File: src/rtl/fabric_row_loader_pkg.sv
// Shared types and widths for the fabric row loader.
package fabric_row_loader_pkg;

    localparam int unsigned INSTR_DATA_WIDTH = 32;
    localparam int unsigned INSTR_ADDR_WIDTH = 4;
    localparam int unsigned INSTR_HOPS_WIDTH = 4;

    typedef enum logic [2:0] {
        StIdle    = 3'd0,
        StLoad    = 3'd1,
        StFlush   = 3'd2,
        StCall    = 3'd3,
        StGuard   = 3'd4,
        StWaitRet = 3'd5,
        StDone    = 3'd6
    } state_e;

    // One buffered host word; col becomes the hop count on the chain.
    typedef struct packed {
        logic [INSTR_DATA_WIDTH-1:0] data;
        logic [INSTR_ADDR_WIDTH-1:0] addr;
        logic [INSTR_HOPS_WIDTH-1:0] col;
        logic                        last;
    } instr_word_t;

    function automatic int unsigned max3(input int unsigned a, input int unsigned b,
                                         input int unsigned c);
        int unsigned m;
        m = a;
        if (b > m) m = b;
        if (c > m) m = c;
        return m;
    endfunction

endpackage

File: src/rtl/fabric_row_loader_if.sv
// Host-side valid/ready word channel into the row loader.
interface fabric_row_loader_if;
    import fabric_row_loader_pkg::*;

    logic                        s_valid;
    logic                        s_ready;
    logic [INSTR_DATA_WIDTH-1:0] s_data;
    logic [INSTR_ADDR_WIDTH-1:0] s_addr;
    logic [INSTR_HOPS_WIDTH-1:0] s_col;
    logic                        s_last;

    modport master (
        output s_valid, s_data, s_addr, s_col, s_last,
        input  s_ready
    );

    modport slave (
        input  s_valid, s_data, s_addr, s_col, s_last,
        output s_ready
    );

endinterface

File: src/rtl/fabric_row_loader_fifo.sv
// Synchronous first-word-fall-through FIFO of instruction words.
module fabric_row_loader_fifo
    import fabric_row_loader_pkg::*;
#(
    parameter int unsigned Depth = 8  // power of two, >= 2
) (
    input  logic        clk,
    input  logic        rst_n,
    input  logic        push_i,
    input  instr_word_t wdata_i,
    input  logic        pop_i,
    output instr_word_t rdata_o,
    output logic        full_o,
    output logic        empty_o
);

    localparam int unsigned AW = $clog2(Depth);

    // Extra MSB on each pointer distinguishes full from empty.
    logic [AW:0] wr_ptr_q, wr_ptr_d;
    logic [AW:0] rd_ptr_q, rd_ptr_d;
    instr_word_t mem_q [Depth];
    instr_word_t mem_d [Depth];
    logic        push_ok;
    logic        pop_ok;

    assign full_o  = (wr_ptr_q[AW] != rd_ptr_q[AW]) && (wr_ptr_q[AW-1:0] == rd_ptr_q[AW-1:0]);
    assign empty_o = (wr_ptr_q == rd_ptr_q);
    assign push_ok = push_i && !full_o;
    assign pop_ok  = pop_i && !empty_o;
    assign rdata_o = mem_q[rd_ptr_q[AW-1:0]];

    // Next-state for storage and pointers.
    always_comb begin
        mem_d = mem_q;
        if (push_ok) mem_d[wr_ptr_q[AW-1:0]] = wdata_i;
        wr_ptr_d = wr_ptr_q + (AW+1)'(push_ok);
        rd_ptr_d = rd_ptr_q + (AW+1)'(pop_ok);
    end

    // Storage is not reset; resetting the pointers discards its contents.
    always_ff @(posedge clk) begin
        mem_q <= mem_d;
        if (!rst_n) begin
            wr_ptr_q <= '0;
            rd_ptr_q <= '0;
        end else begin
            wr_ptr_q <= wr_ptr_d;
            rd_ptr_q <= rd_ptr_d;
        end
    end

endmodule

File: src/rtl/fabric_row_loader.sv
// Row-side initiator: buffers a host packet, streams it down the row's
// instruction chain, then runs the call/ret handshake and reports done.
module fabric_row_loader
    import fabric_row_loader_pkg::*;
#(
    parameter int unsigned COLS        = 4,
    parameter int unsigned FIFO_DEPTH  = 8,
    parameter int unsigned RET_GUARD   = 4,
    parameter int unsigned RET_TIMEOUT = 1024
) (
    input  logic                        clk,
    input  logic                        rst_n,
    fabric_row_loader_if.slave          s,
    output logic [INSTR_DATA_WIDTH-1:0] instr_data_out,
    output logic [INSTR_ADDR_WIDTH-1:0] instr_addr_out,
    output logic [INSTR_HOPS_WIDTH-1:0] instr_hops_out,
    output logic                        instr_en_out,
    output logic                        call_out,
    input  logic                        ret_in,
    output logic                        busy,
    output logic                        done,
    output logic                        err_col,
    output logic                        err_timeout
);

    localparam int unsigned CNT_MAX   = max3(COLS, RET_GUARD, RET_TIMEOUT);
    localparam int unsigned CNT_WIDTH = $clog2(CNT_MAX + 1);

    state_e                      state_q, state_d;
    logic [CNT_WIDTH-1:0]        cnt_q, cnt_d;
    logic                        last_buf_q, last_buf_d;
    logic [INSTR_DATA_WIDTH-1:0] data_q, data_d;
    logic [INSTR_ADDR_WIDTH-1:0] addr_q, addr_d;
    logic [INSTR_HOPS_WIDTH-1:0] hops_q, hops_d;
    logic                        en_q, en_d;
    logic                        call_q, call_d;
    logic                        done_q, done_d;
    logic                        err_col_q, err_col_d;
    logic                        err_timeout_q, err_timeout_d;

    logic        push, pop;
    logic        fifo_full, fifo_empty;
    instr_word_t wr_word, rd_word;
    logic        wr_bad, rd_ok;
    logic [31:0] cnt_plus1;

    assign s.s_ready = rst_n && !fifo_full && !last_buf_q &&
                       (state_q == StIdle || state_q == StLoad);
    assign push      = s.s_valid && s.s_ready;
    // IDLE pops as well so the first word hits the chain one cycle after it is accepted.
    assign pop       = (state_q == StIdle || state_q == StLoad) && !fifo_empty;
    assign wr_word   = '{data: s.s_data, addr: s.s_addr, col: s.s_col, last: s.s_last};
    assign wr_bad    = 32'(s.s_col) >= COLS;
    assign rd_ok     = 32'(rd_word.col) < COLS;
    assign cnt_plus1 = 32'(cnt_q) + 32'd1;

    fabric_row_loader_fifo #(
        .Depth (FIFO_DEPTH)
    ) u_fifo (
        .clk     (clk),
        .rst_n   (rst_n),
        .push_i  (push),
        .wdata_i (wr_word),
        .pop_i   (pop),
        .rdata_o (rd_word),
        .full_o  (fifo_full),
        .empty_o (fifo_empty)
    );

    // FSM next-state, phase counter and registered-output next values.
    always_comb begin
        state_d       = state_q;
        cnt_d         = (&cnt_q) ? cnt_q : cnt_q + CNT_WIDTH'(1);
        data_d        = '0;
        addr_d        = '0;
        hops_d        = '0;
        en_d          = 1'b0;
        last_buf_d    = last_buf_q | (push & s.s_last);
        err_col_d     = err_col_q | (push & wr_bad);
        err_timeout_d = err_timeout_q;

        unique case (state_q)
            StIdle, StLoad: begin
                if (pop) begin
                    // Out-of-range columns are dropped but their last flag still ends the packet.
                    if (rd_ok) begin
                        en_d   = 1'b1;
                        data_d = rd_word.data;
                        addr_d = rd_word.addr;
                        hops_d = rd_word.col;
                    end
                    state_d = rd_word.last ? StFlush : StLoad;
                end
            end
            StFlush: begin
                if (cnt_plus1 >= COLS) state_d = StCall;
            end
            StCall: begin
                state_d = (RET_GUARD == 0) ? StWaitRet : StGuard;
            end
            StGuard: begin
                if (cnt_plus1 >= RET_GUARD) state_d = StWaitRet;
            end
            StWaitRet: begin
                if (ret_in) begin
                    state_d = StDone;
                end else if (RET_TIMEOUT != 0 && cnt_plus1 >= RET_TIMEOUT) begin
                    err_timeout_d = 1'b1;
                    state_d       = StDone;
                end
            end
            StDone: begin
                state_d    = StIdle;
                last_buf_d = 1'b0;
            end
            default: state_d = StIdle;
        endcase

        if (state_d != state_q) cnt_d = '0;
        call_d = (state_d == StCall);
        done_d = (state_d == StDone);
    end

    // Single state register for the FSM and all of its registered outputs.
    always_ff @(posedge clk) begin
        if (!rst_n) begin
            state_q       <= StIdle;
            cnt_q         <= '0;
            last_buf_q    <= 1'b0;
            data_q        <= '0;
            addr_q        <= '0;
            hops_q        <= '0;
            en_q          <= 1'b0;
            call_q        <= 1'b0;
            done_q        <= 1'b0;
            err_col_q     <= 1'b0;
            err_timeout_q <= 1'b0;
        end else begin
            state_q       <= state_d;
            cnt_q         <= cnt_d;
            last_buf_q    <= last_buf_d;
            data_q        <= data_d;
            addr_q        <= addr_d;
            hops_q        <= hops_d;
            en_q          <= en_d;
            call_q        <= call_d;
            done_q        <= done_d;
            err_col_q     <= err_col_d;
            err_timeout_q <= err_timeout_d;
        end
    end

    assign instr_data_out = data_q;
    assign instr_addr_out = addr_q;
    assign instr_hops_out = hops_q;
    assign instr_en_out   = en_q;
    assign call_out       = call_q;
    assign busy           = (state_q != StIdle);
    assign done           = done_q;
    assign err_col        = err_col_q;
    assign err_timeout    = err_timeout_q;

endmodule
File: src/flat_wrapper.sv
// flat-port wrapper written by rule: the top's interface ports become plain ports
module fabric_row_loader_flat import fabric_row_loader_pkg::*;
#(
    parameter int unsigned COLS        = 4,
    parameter int unsigned FIFO_DEPTH  = 8,
    parameter int unsigned RET_GUARD   = 4,
    parameter int unsigned RET_TIMEOUT = 1024
)
  (clk, rst_n, instr_data_out, instr_addr_out, instr_hops_out, instr_en_out, call_out, ret_in, busy, done, err_col, err_timeout, s_s_valid, s_s_data, s_s_addr, s_s_col, s_s_last, s_s_ready);
  fabric_row_loader_if s_i ();
  input  logic clk;
  input  logic rst_n;
  output logic [INSTR_DATA_WIDTH-1:0] instr_data_out;
  output logic [INSTR_ADDR_WIDTH-1:0] instr_addr_out;
  output logic [INSTR_HOPS_WIDTH-1:0] instr_hops_out;
  output logic instr_en_out;
  output logic call_out;
  input  logic ret_in;
  output logic busy;
  output logic done;
  output logic err_col;
  output logic err_timeout;
  input wire logic [$bits(s_i.s_valid)-1:0] s_s_valid;
  input wire logic [$bits(s_i.s_data)-1:0] s_s_data;
  input wire logic [$bits(s_i.s_addr)-1:0] s_s_addr;
  input wire logic [$bits(s_i.s_col)-1:0] s_s_col;
  input wire logic [$bits(s_i.s_last)-1:0] s_s_last;
  output wire logic [$bits(s_i.s_ready)-1:0] s_s_ready;
  assign s_i.s_valid = s_s_valid;
  assign s_i.s_data = s_s_data;
  assign s_i.s_addr = s_s_addr;
  assign s_i.s_col = s_s_col;
  assign s_i.s_last = s_s_last;
  assign s_s_ready = s_i.s_ready;
  fabric_row_loader #(.COLS(COLS), .FIFO_DEPTH(FIFO_DEPTH), .RET_GUARD(RET_GUARD), .RET_TIMEOUT(RET_TIMEOUT)) u_core (.clk(clk), .rst_n(rst_n), .s(s_i), .instr_data_out(instr_data_out), .instr_addr_out(instr_addr_out), .instr_hops_out(instr_hops_out), .instr_en_out(instr_en_out), .call_out(call_out), .ret_in(ret_in), .busy(busy), .done(done), .err_col(err_col), .err_timeout(err_timeout));
endmodule
File: config.mk
export PLATFORM = sky130hd
export DESIGN_NAME = fabric_row_loader_flat
export DESIGN_NICKNAME = d
export VERILOG_FILES = /design/src/rtl/fabric_row_loader_pkg.sv /design/src/rtl/fabric_row_loader_if.sv /design/src/rtl/fabric_row_loader_fifo.sv /design/src/rtl/fabric_row_loader.sv /design/src/flat_wrapper.sv
export SDC_FILE = /design/constraint.sdc
export NUM_CORES = 1
export LEC_CHECK = 0
export ABC_AREA = 1
export BUFFER_PORTS_ARGS = -buffer_cell sky130_fd_sc_hd__buf_2
export CAP_MARGIN = 0
export CORE_UTILIZATION = 60
export CTS_BUF_LIST = sky130_fd_sc_hd__clkbuf_8
export CTS_CLUSTER_SIZE = 10
export DETAILED_ROUTE_END_ITERATION = 6
export PLACE_DENSITY = 0.79
export SLEW_MARGIN = 20
export SYNTH_ARGS = -nofsm -noshare
export SYNTH_HDL_FRONTEND = slang
export SYNTH_SLANG_ARGS = --single-unit
File: constraint.sdc
create_clock -name clk -period 9.1 [get_ports clk]
set_clock_uncertainty 0.2 [all_clocks]
set_input_delay 1.82 -clock clk [delete_from_list [all_inputs] [get_ports clk]]
set_output_delay 1.82 -clock clk [all_outputs]
set_load 0.02 [all_outputs]
==> results of run 1 <==
[cells by family after synthesis]
logic type	synth area share, %
and+or+nand+nor	10.9
adders and majority gates	0.417
AOI/OAI and AO/OA	10.3
other	0.0250
buffers and inverters	3.29
xor gates and xnor gates	0.350
DFF	74.7
[how the worst max path moves through the flow]
stage	slack, ps	from	end	depth (start not counted)
floorplan	3250	rst_n	u_core.u_fifo.mem_q[0]	6
global placement	4600	rst_n	u_core.u_fifo.mem_q[137]	8
detailed placement	4430	rst_n	u_core.u_fifo.mem_q[136]	8
CTS	4360	u_core.u_fifo.rd_ptr_q[0]	s_s_ready	8
global route	4180	u_core.u_fifo.rd_ptr_q[0]	s_s_ready	8
finish	4360	u_core.u_fifo.rd_ptr_q[0]	s_s_ready	8
[state kept, by name (all words and copies together), names as in the netlist]
register	flops
u_core.u_fifo.mem_q	328
u_core.instr_data_out	32
u_core.cnt_q	11
u_core.instr_addr_out	4
u_core.instr_hops_out	4
u_core.u_fifo.rd_ptr_q	4
u_core.u_fifo.wr_ptr_q	4
u_core.state_q	3
u_core.call_out	1
u_core.done	1
u_core.err_col	1
u_core.err_timeout	1
u_core.instr_en_out	1
u_core.last_buf_q	1
[area by class of cell]
cell class / instances / area (sq um) / share of cell area, %
Clock buffer: 72 / 991 / 5.86
Sequential cell: 396 / 11200 / 66.4
Tap cell: 324 / 405 / 2.40
Timing Repair Buffer: 107 / 576 / 3.40
Clock inverter: 37 / 183 / 1.08
Multi-Input combinational cell: 693 / 3340 / 19.8
Antenna cell: 1 / 2.50 / 0.0148
Inverter: 49 / 189 / 1.12
[cell usage in the layout, fill, tap and decap left out, types with 15 or more instances in the layout]
cell,netlist,routed
o22ai_1,76,76
a21oi_1,46,46
nand2_1,146,146
edfxtp_1,328,328
buf_2,14,91
nand3_1,15,15
o21ai_0,158,158
dfxtp_1,68,65
inv_1,42,60
nor2_1,178,178
clkbuf_8,0,72
buf_4,5,16
[synthesized netlist by cell type (2+ instances only)]
cell type / count / area share (%)
nand3_1: 15 / 0.50
buf_2: 14 / 0.47
nor3_1: 18 / 0.60
a21oi_1: 46 / 1.5
xnor2_1: 4 / 0.23
nand3_2: 2 / 0.13
edfxtp_1: 328 / 66
dfxtp_1: 68 / 9.1
buf_4: 5 / 0.25
o21ai_0: 158 / 5.3
clkbuf_1: 44 / 1.1
buf_6: 2 / 0.15
nor2_4: 2 / 0.15
nand2_1: 146 / 3.7
ha_1: 5 / 0.42
nand4_1: 5 / 0.21
nand2_2: 12 / 0.50
o21ai_1: 2 / 0.067
xor2_1: 2 / 0.12
inv_1: 42 / 1.1
buf_1: 3 / 0.075
o22ai_1: 76 / 3.2
inv_2: 6 / 0.15
nor2_2: 13 / 0.54
nor2_1: 178 / 4.5
[critical path, delay by kind of cell, from the launching register on]
kind / cells / cell delay (ps)
buffers and inverters: 3 / 710
AND/OR/NAND/NOR: 5 / 530
flip-flops: 1 / 830
[power by group]
| part | switching, W | internal, W | total [W] |
|---|---|---|---|
| combinational | 0.000486 | 0.000207 | 0.000693 |
| clock | 0.000651 | 0.000743 | 0.00139 |
| sequential | 0.0000579 | 0.00203 | 0.00209 |
| total | 0.00119 | 0.00298 | 0.00418 |
[per-layer routing]
| metal | up-vias | part of all wire [%] | track usage [%] | routed length [um] |
|---|---|---|---|---|
| met5 | - | 0 | 0 | 0 |
| met4 | 0 | 1.5 | 7.23 | 480 |
| met3 | 59 | 7.2 | 4.94 | 2260 |
| met2 | 404 | 50 | 41.2 | 15500 |
| met1 | 4680 | 42 | 33.5 | 13000 |
| li1 | 4501 | - | - | - |
[metrics by stage]
| stage | cell area [sq um] | power (W) |
|---|---|---|
| 2_1_floorplan | 15000 | 0.00264 |
| 3_3_place_gp | 15700 | 0.00279 |
| 3_5_place_dp | 15700 | 0.00282 |
| 4_1_cts | 16900 | 0.00419 |
| 5_1_grt | 16900 | 0.00437 |
| 6_report | 16900 | 0.00418 |
==> summary.txt, run 1 <==
status: complete, no violations
GRT overflow: 0
placed cells: 1569
HPWL Detailed: 16300 um
CTS tree: yes
Cell Area, Synth: 15000 sq um
# hold bufs at CTS: 0
1st-pass router iterations: 5
WP data arrival: 2720 ps
Slowest cell on crit path: dfxtp_4
core area: 24400 sq um
Max IR drop VDD: 0.000144 V
Worst-Margin Slew: 1100 ps
Avg Cell Area, Syn: 12.4 sq um
final setup fails: 0
Layout Cells excl Fill: 1679
R2R Setup Slk: 4910 ps
RePlAce Congestion: 0.781
Hold Crit Endpoint: u_core.last_buf_q
Worst Setup End Kind: output pin
Mapped Cells: 1205
crit path setup slack, layout: 4360 ps
clk_lat worst skew: 610 ps
DR DRC count: 0
CTS-repair resized insts: 0
Most used DFF post-synth: edfxtp_1
Max transition margin: 26.8%
pre-CTS worst setup slack: 4430 ps
period utilization: 52.1%
number of global-route vias before repair: 9421
Initial Util: 61.5%
gr usage total: 24.8%
HP Class: reg2reg
# port buffers: 91
Period minus WS final: 4740 ps
Core Util, Final: 69.3%
CP required: 7080 ps
Final nets: 1355
setup TNS: 0 ps
CTS Buffer Depth: 3
Avg WL per Cell: 18.6 um
EDFF count, synth: 328
pin count of the biggest net entering global routing: 94
Pwr per Cell Area: 247 nW/um^2
Crit Path Class: reg2out
initial antenna violation count: 1
LEAKAGE: 6.17 nW
Hold Path Depth: 2
Area Growth Syn to Fin: 12.7%
worst min-delay path startpoint: u_core.last_buf_q
Async SR Flop Fraction: 0%
clk slew on worst S/H paths: 60 ps
DR vias/cell: 5.74
FF-to-FF path depth: 12
Routed Antenna Nets: 0
first-pass GRT wire length: 49700 um
Worst setup SP type: flop
cts bufs inserted: 58
r2r startpoint: u_core.u_fifo.rd_ptr_q[0]
RSZ-0062 raised after global routing: false
Die H: 160 um
vias after detailed routing: 9644
Hold Slack: 270 ps
layout cells sized above 1: 17.5%
row cnt: 57
post-synth cell types: 34
clock sink total: 396
Post-Route WL: 31300 um
Final Max Slew Viols: 0
I/O pin cnt: 92
Filler Cell Count: 1708
CP dominant cell by count: nand4_1
sequential share of the synthesized area: 74.7%
Yosys warnings: 0
r2r endpoint: u_core.u_fifo.mem_q[131]
Die X: 160 um
CP max stage delay: 830 ps
H-tree levels: 2
Fin. Hold Viols: 0
DRT iter0 DRCs: 1156
CTS root buf: clkbuf_8
Max Clock Freq: 211 MHz
max_cap viols: 0
Yosys reg bits: 396
Max FO, Critical Path: 82
CP cell instances: inv_4, nand2_2, nand2_1, nor2_4, nand4_1, nand4_1, inv_1, buf_2
Die ar.: 25600 sq um
Setup Fix Bufs, Post-CTS: 0
(Power assumes the default switching activity.)
==> run 2: changes to the inputs <==
- clock period: 9.1 -> 5 ns (I/O delays scaled with it)
==> summary.txt, run 2 (synthesis gave the netlist of run 1 again) <==
share of power burned in registers: 49.6%
1st-pass router iterations: 5
Die ar.: 25600 sq um
total power: 0.00768 W
Comb power frac: 16.4%
period utilization: 71.0%
commonest cells after routing, fill and taps aside: edfxtp_1 (328), nor2_1 (178), o21ai_0 (158), nand2_1 (146), buf_2 (91)
Pwr per Cell Area: 453 nW/um^2
number of global-route vias before repair: 9504
Initial Util: 61.5%
crit path setup slack, layout: 1450 ps
HP Class: reg2reg
Clock power frac: 33.9%
Max Clock Freq: 282 MHz
gr usage total: 24.7%
DR vias/cell: 5.67
I/O pin cnt: 92
Largest register FFs: 328
Crit Path Class: reg2out
RePlAce Congestion: 0.790
CP cell instances: inv_4, nand2_2, nand2_1, nor2_4, nand4_1, nand4_1, inv_1, buf_2
Hold Crit Endpoint: u_core.err_col
r2r endpoint: u_core.u_fifo.mem_q[139]
Die H: 160 um
Layout Cells excl Fill: 1684
register area: 11200 sq um
Multi-input gate area: 3340 sq um
max_cap viols: 0
Largest Register: u_core.u_fifo.mem_q
clk_lat worst skew: 610 ps
pin count of the biggest net entering global routing: 114
P_sw: 0.00220 W
delay-heaviest family, CP: flip-flops
GRT overflow: 0
CTS root buf: clkbuf_8
DRT iter0 DRCs: 1051
clock sink total: 396
Max FO, Critical Path: 51
Fin. Hold Viols: 0
vias after detailed routing: 9554
HPWL Detailed: 16700 um
CTS-repair resized insts: 0
CP dominant cell by count: nand4_1
worst min-delay path startpoint: u_core.err_col
R2R Setup Slk: 1650 ps
# hold bufs at CTS: 0
Post-Route WL: 31400 um
most common library cell in the layout ignoring fill and taps: edfxtp_1
Worst setup SP type: flop
Max IR drop VDD: 0.000298 V
# port buffers: 91
CP max stage delay: 710 ps
Core Util, Final: 69.5%
Final Max Slew Viols: 0
core area: 24400 sq um
Final nets: 1358
first-pass GRT wire length: 49500 um
DR DRC count: 0
H-tree levels: 2
layout cells sized above 1: 17.7%
CTS tree: yes
Hold Path Depth: 2
r2r startpoint: u_core.u_fifo.rd_ptr_q[0]
Die X: 160 um
Sw Ratio: 28.6%
Setup Fix Bufs, Post-CTS: 0
clk slew on worst S/H paths: 60 ps
WP buf/inv: 3
initial antenna violation count: 1
cts bufs inserted: 60
placed cells: 1570
LEAKAGE: 6.22 nW
Slowest cell on crit path: dfxtp_4
Worst Setup End Kind: output pin
Period minus WS final: 3550 ps
RSZ-0062 raised after global routing: false
CTS Buffer Depth: 3
final setup fails: 0
Avg WL per Cell: 18.6 um
row cnt: 57
status: complete, no violations
Area Growth Syn to Fin: 13.1%
Worst-Margin Slew: 1090 ps
WP data arrival: 2350 ps
pre-CTS worst setup slack: 1680 ps
FF-to-FF path depth: 12
CP required: 3800 ps
Filler Cell Count: 1675
internal power: 0.00548 W
Max transition margin: 27.0%
Routed Antenna Nets: 0
-- run 2: worst min-delay path, cell delays in order, from the launching register on --
cell and delay (ps):
dfxtp_1 320, inv_1 50, a21oi_1 50
-- run 2: per-layer routing --
| layer | vias up | global-route usage (%) | share of wire, % |
|---|---|---|---|
| met4 | 0 | 7.01 | 1.6 |
| met2 | 364 | 42.0 | 50 |
| met5 | - | 0 | 0 |
| met3 | 46 | 4.49 | 6.7 |
| met1 | 4626 | 32.8 | 41 |
| li1 | 4518 | - | - |
-- run 2: worst max path at each step --
stage / slack [ps] / depth (start not counted) / endpoint / startpoint
finish: 1450 / 8 / s_s_ready / u_core.u_fifo.rd_ptr_q[0]
global route: 1290 / 8 / s_s_ready / u_core.u_fifo.rd_ptr_q[0]
CTS: 1410 / 8 / s_s_ready / u_core.u_fifo.rd_ptr_q[0]
detailed placement: 1680 / 8 / u_core.u_fifo.mem_q[156] / rst_n
global placement: 1730 / 12 / u_core.u_fifo.mem_q[154] / u_core.u_fifo.rd_ptr_q[0]
floorplan: -30 / 6 / u_core.u_fifo.mem_q[0] / rst_n
-- run 2: power by group through the flow --
| stage | registers (W) | clock network [W] | logic (W) |
|---|---|---|---|
| after global routing | 0.00382 | 0.00279 | 0.00142 |
| after floorplan | 0.00386 | 0 | 0.000938 |
| after global placement | 0.00387 | 0 | 0.00121 |
| final | 0.00381 | 0.00261 | 0.00126 |
| after detailed placement | 0.00388 | 0 | 0.00125 |
| after CTS | 0.00381 | 0.00265 | 0.00126 |
-- run 2: layout make-up --
type                       instances  area share, %
sequential                       396           66.1
clock buffer                      71           5.76
clock inverter                    42           1.37
inverter                          49           1.11
tap                              324           2.39
multi-input combinational        693           19.7
antenna                            1         0.0148
timing repair buffer             108           3.51
-- run 2: through the flow --
stage	instance area [sq um]	TNS (ps)	hold slack, ps
after CTS	17000	0	263
final	17000	0	263
after global placement	15700	0	250
after floorplan	15000	-8460	234
after global routing	17000	0	299
after detailed placement	15700	0	254
==> run 3: changes to the inputs <==
- ABC_AREA: 1 -> 0
- CORE_UTILIZATION: 60 -> 57
- clock period: 5 -> 2.9 ns (I/O delays scaled with it)
==> summary.txt, run 3 <==
Post-Route WL: 26300 um
Final nets: 949
Worst setup SP type: flop
layout cells sized above 1: 33.5%
commonest cells after routing, fill and taps aside: edfxtp_1 (328), buf_2 (91), mux4_2 (79), clkbuf_8 (69), dfxtp_1 (64)
xor and xnor area share after synthesis: 0.945%
Multi-input gate area: 3540 sq um
final setup fails: 0
RSZ-0062 raised after global routing: false
DR vias/cell: 5.69
FF-to-FF path depth: 6
CP max stage delay: 550 ps
Initial Util: 58.6%
Max transition margin: 51.5%
Fin. Hold Viols: 0
P_sw: 0.00324 W
delay-heaviest family, CP: simple AND/OR/NAND/NOR gates
Max Clock Freq: 360 MHz
DR DRC count: 0
Area Growth Syn to Fin: 15.6%
Yosys reg bits: 396
area share of and/or/nand/nor cells after synthesis: 4.89%
worst min-delay path startpoint: s_s_data[17]
vias after detailed routing: 7272
top cells by area, synth: edfxtp_1 (66%), mux4_2 (12%), dfxtp_1 (9.2%)
period utilization: 95.8%
Routed Antenna Nets: 0
internal power: 0.00963 W
DRT iter0 DRCs: 558
Worst Setup End Kind: output pin
Hold Crit Endpoint: u_core.u_fifo.mem_q[313]
r2r endpoint: u_core.call_out
Placement Cell Area: 16000 sq um
max_cap viols: 0
Period minus WS final: 2780 ps
share of power burned in registers: 50.4%
Mapped Cells: 758
Final Max Slew Viols: 0
Worst-Margin Slew: 726 ps
H-tree levels: 2
clk_lat worst skew: 590 ps
Synth top area share: 66.4%
CP cell instances: xor2_1, or4_4, and2_1, buf_2
Yosys warnings: 0
CTS Buffer Depth: 3
I/O pin cnt: 92
clk slew on worst S/H paths: 60 ps
HPWL Detailed: 15600 um
Die H: 163 um
Max FO, Critical Path: 5
Die ar.: 26700 sq um
status: complete, no violations
post-synth cell types: 53
Die X: 163 um
Avg WL per Cell: 20.6 um
placed cells: 1169
Most used DFF post-synth: edfxtp_1
number of global-route vias before repair: 7489
Sw Ratio: 25.2%
Synth area leader: edfxtp_1
gr usage total: 20.6%
first-pass GRT wire length: 41000 um
Synth Area in Adders: 0.422%
total power: 0.0129 W
core area: 25300 sq um
Hold Path Depth: 1
pin count of the biggest net entering global routing: 52
Filler Cell Count: 1584
cts bufs inserted: 57
row cnt: 58
Crit Path Class: reg2out
WP data arrival: 2000 ps
compound-gate portion of the synthesized area: 1.86%
Pwr per Cell Area: 751 nW/um^2
Cell Area, Synth: 14800 sq um
GRT overflow: 0
CTS tree: yes
RePlAce Congestion: 0.809
r2r startpoint: u_core.cnt_q[0]
clock sink total: 396
CTS root buf: clkbuf_8
Core Util, Final: 67.7%
Largest Register: u_core.u_fifo.mem_q
initial antenna violation count: 5
Comb power frac: 16.6%
Avg Cell Area, Syn: 19.6 sq um
sequential share of the synthesized area: 75.6%
Async SR Flop Fraction: 0%
WP buf/inv: 1
post-synthesis mux area share: 14.8%
# port buffers: 91
Clock power frac: 33.0%
LEAKAGE: 5.77 nW
R2R Setup Slk: 220 ps
Slowest cell on crit path: or4_4
register area: 11200 sq um
Critical path origin: u_core.u_fifo.rd_ptr_q[2]
EDFF count, synth: 328
synth cell count leaders: edfxtp_1 (328), mux4_2 (79), dfxtp_1 (68)
largest family of logic cells by synthesized area: multiplexers
Layout Cells excl Fill: 1279
Max IR drop VDD: 0.000557 V
CP required: 2120 ps
fin area: 17100 sq um
Largest register FFs: 328
most common library cell in the layout ignoring fill and taps: edfxtp_1
HP Class: in2reg
top-count cell post-synth: edfxtp_1
1st-pass router iterations: 5
==> run 3: cell count changes in the layout (fill, tap and decap cells not counted), moves of 32 or more <==
cell / change
mux4_2: +79
mux2i_1: +38
inv_1: -46
a21oi_1: -32
o22ai_1: -76
nand2_1: -133
nor2_1: -124
o21ai_0: -154
==> run 3: worst max path at each step <==
stage                               end  slack, ps  cells past startpoint
2_1_floorplan  u_core.u_fifo.mem_q[287]       -440                      6
3_3_place_gp            u_core.call_out        340                      6
3_5_place_dp            u_core.call_out        260                      6
4_1_cts                       s_s_ready         30                      4
5_1_grt                       s_s_ready         50                      4
6_report                      s_s_ready        120                      4
==> run 3: layout make-up <==
cell class / count / share of cell area [%]
tap: 330 / 2.41
inverter: 6 / 0.131
sequential: 396 / 65.5
antenna: 3 / 0.0438
multi-input combinational: 317 / 20.7
clock buffer: 69 / 5.54
clock inverter: 37 / 1.19
timing repair buffer: 121 / 4.56
==> run 3: per-stage QoR <==
stage	setup WS (ps)	hold WS [ps]	setup TNS, ps
after floorplan	-444	299	-29070
after global placement	341	251	0
after detailed placement	264	263	0
after CTS	29.9	18.1	0
after global routing	50.3	17.6	0
final	122	62.1	0
==> run 3: cells by family after synthesis <==
group           count (synthesis)
buf+inv                        46
simple gates                  135
mux                           119
compound gates                 40
flops                         396
fa+ha+maj                       5
other cells                     1
xor+xnor                       16
==> run 3: power by group through the flow <==
stage | logic [W] | registers [W] | clock network (W)
floorplan | 0.00151 | 0.00666 | 0
global placement | 0.00208 | 0.00661 | 0
detailed placement | 0.00211 | 0.00663 | 0
CTS | 0.00215 | 0.00649 | 0.00434
global route | 0.00231 | 0.00650 | 0.00460
finish | 0.00213 | 0.00649 | 0.00425
==> run 3: what timing repair did <==
item	4_1_cts	5_1_grt
pin swaps	0	1
buffers inserted	1	0
gates resized for setup	2	1
hold buffers	0	0
setup endpoints to repair	1	1
==> run 3: metal layers <==
metal | track usage [%] | up-vias | part of all wire (%) | routed length (um)
li1 | - | 3327 | - | -
met1 | 28.4 | 3680 | 43 | 11300
met2 | 32.8 | 220 | 49 | 13000
met3 | 4.72 | 41 | 6.1 | 1600
met4 | 6.41 | 4 | 1.7 | 460
met5 | 0 | - | 0.087 | 23
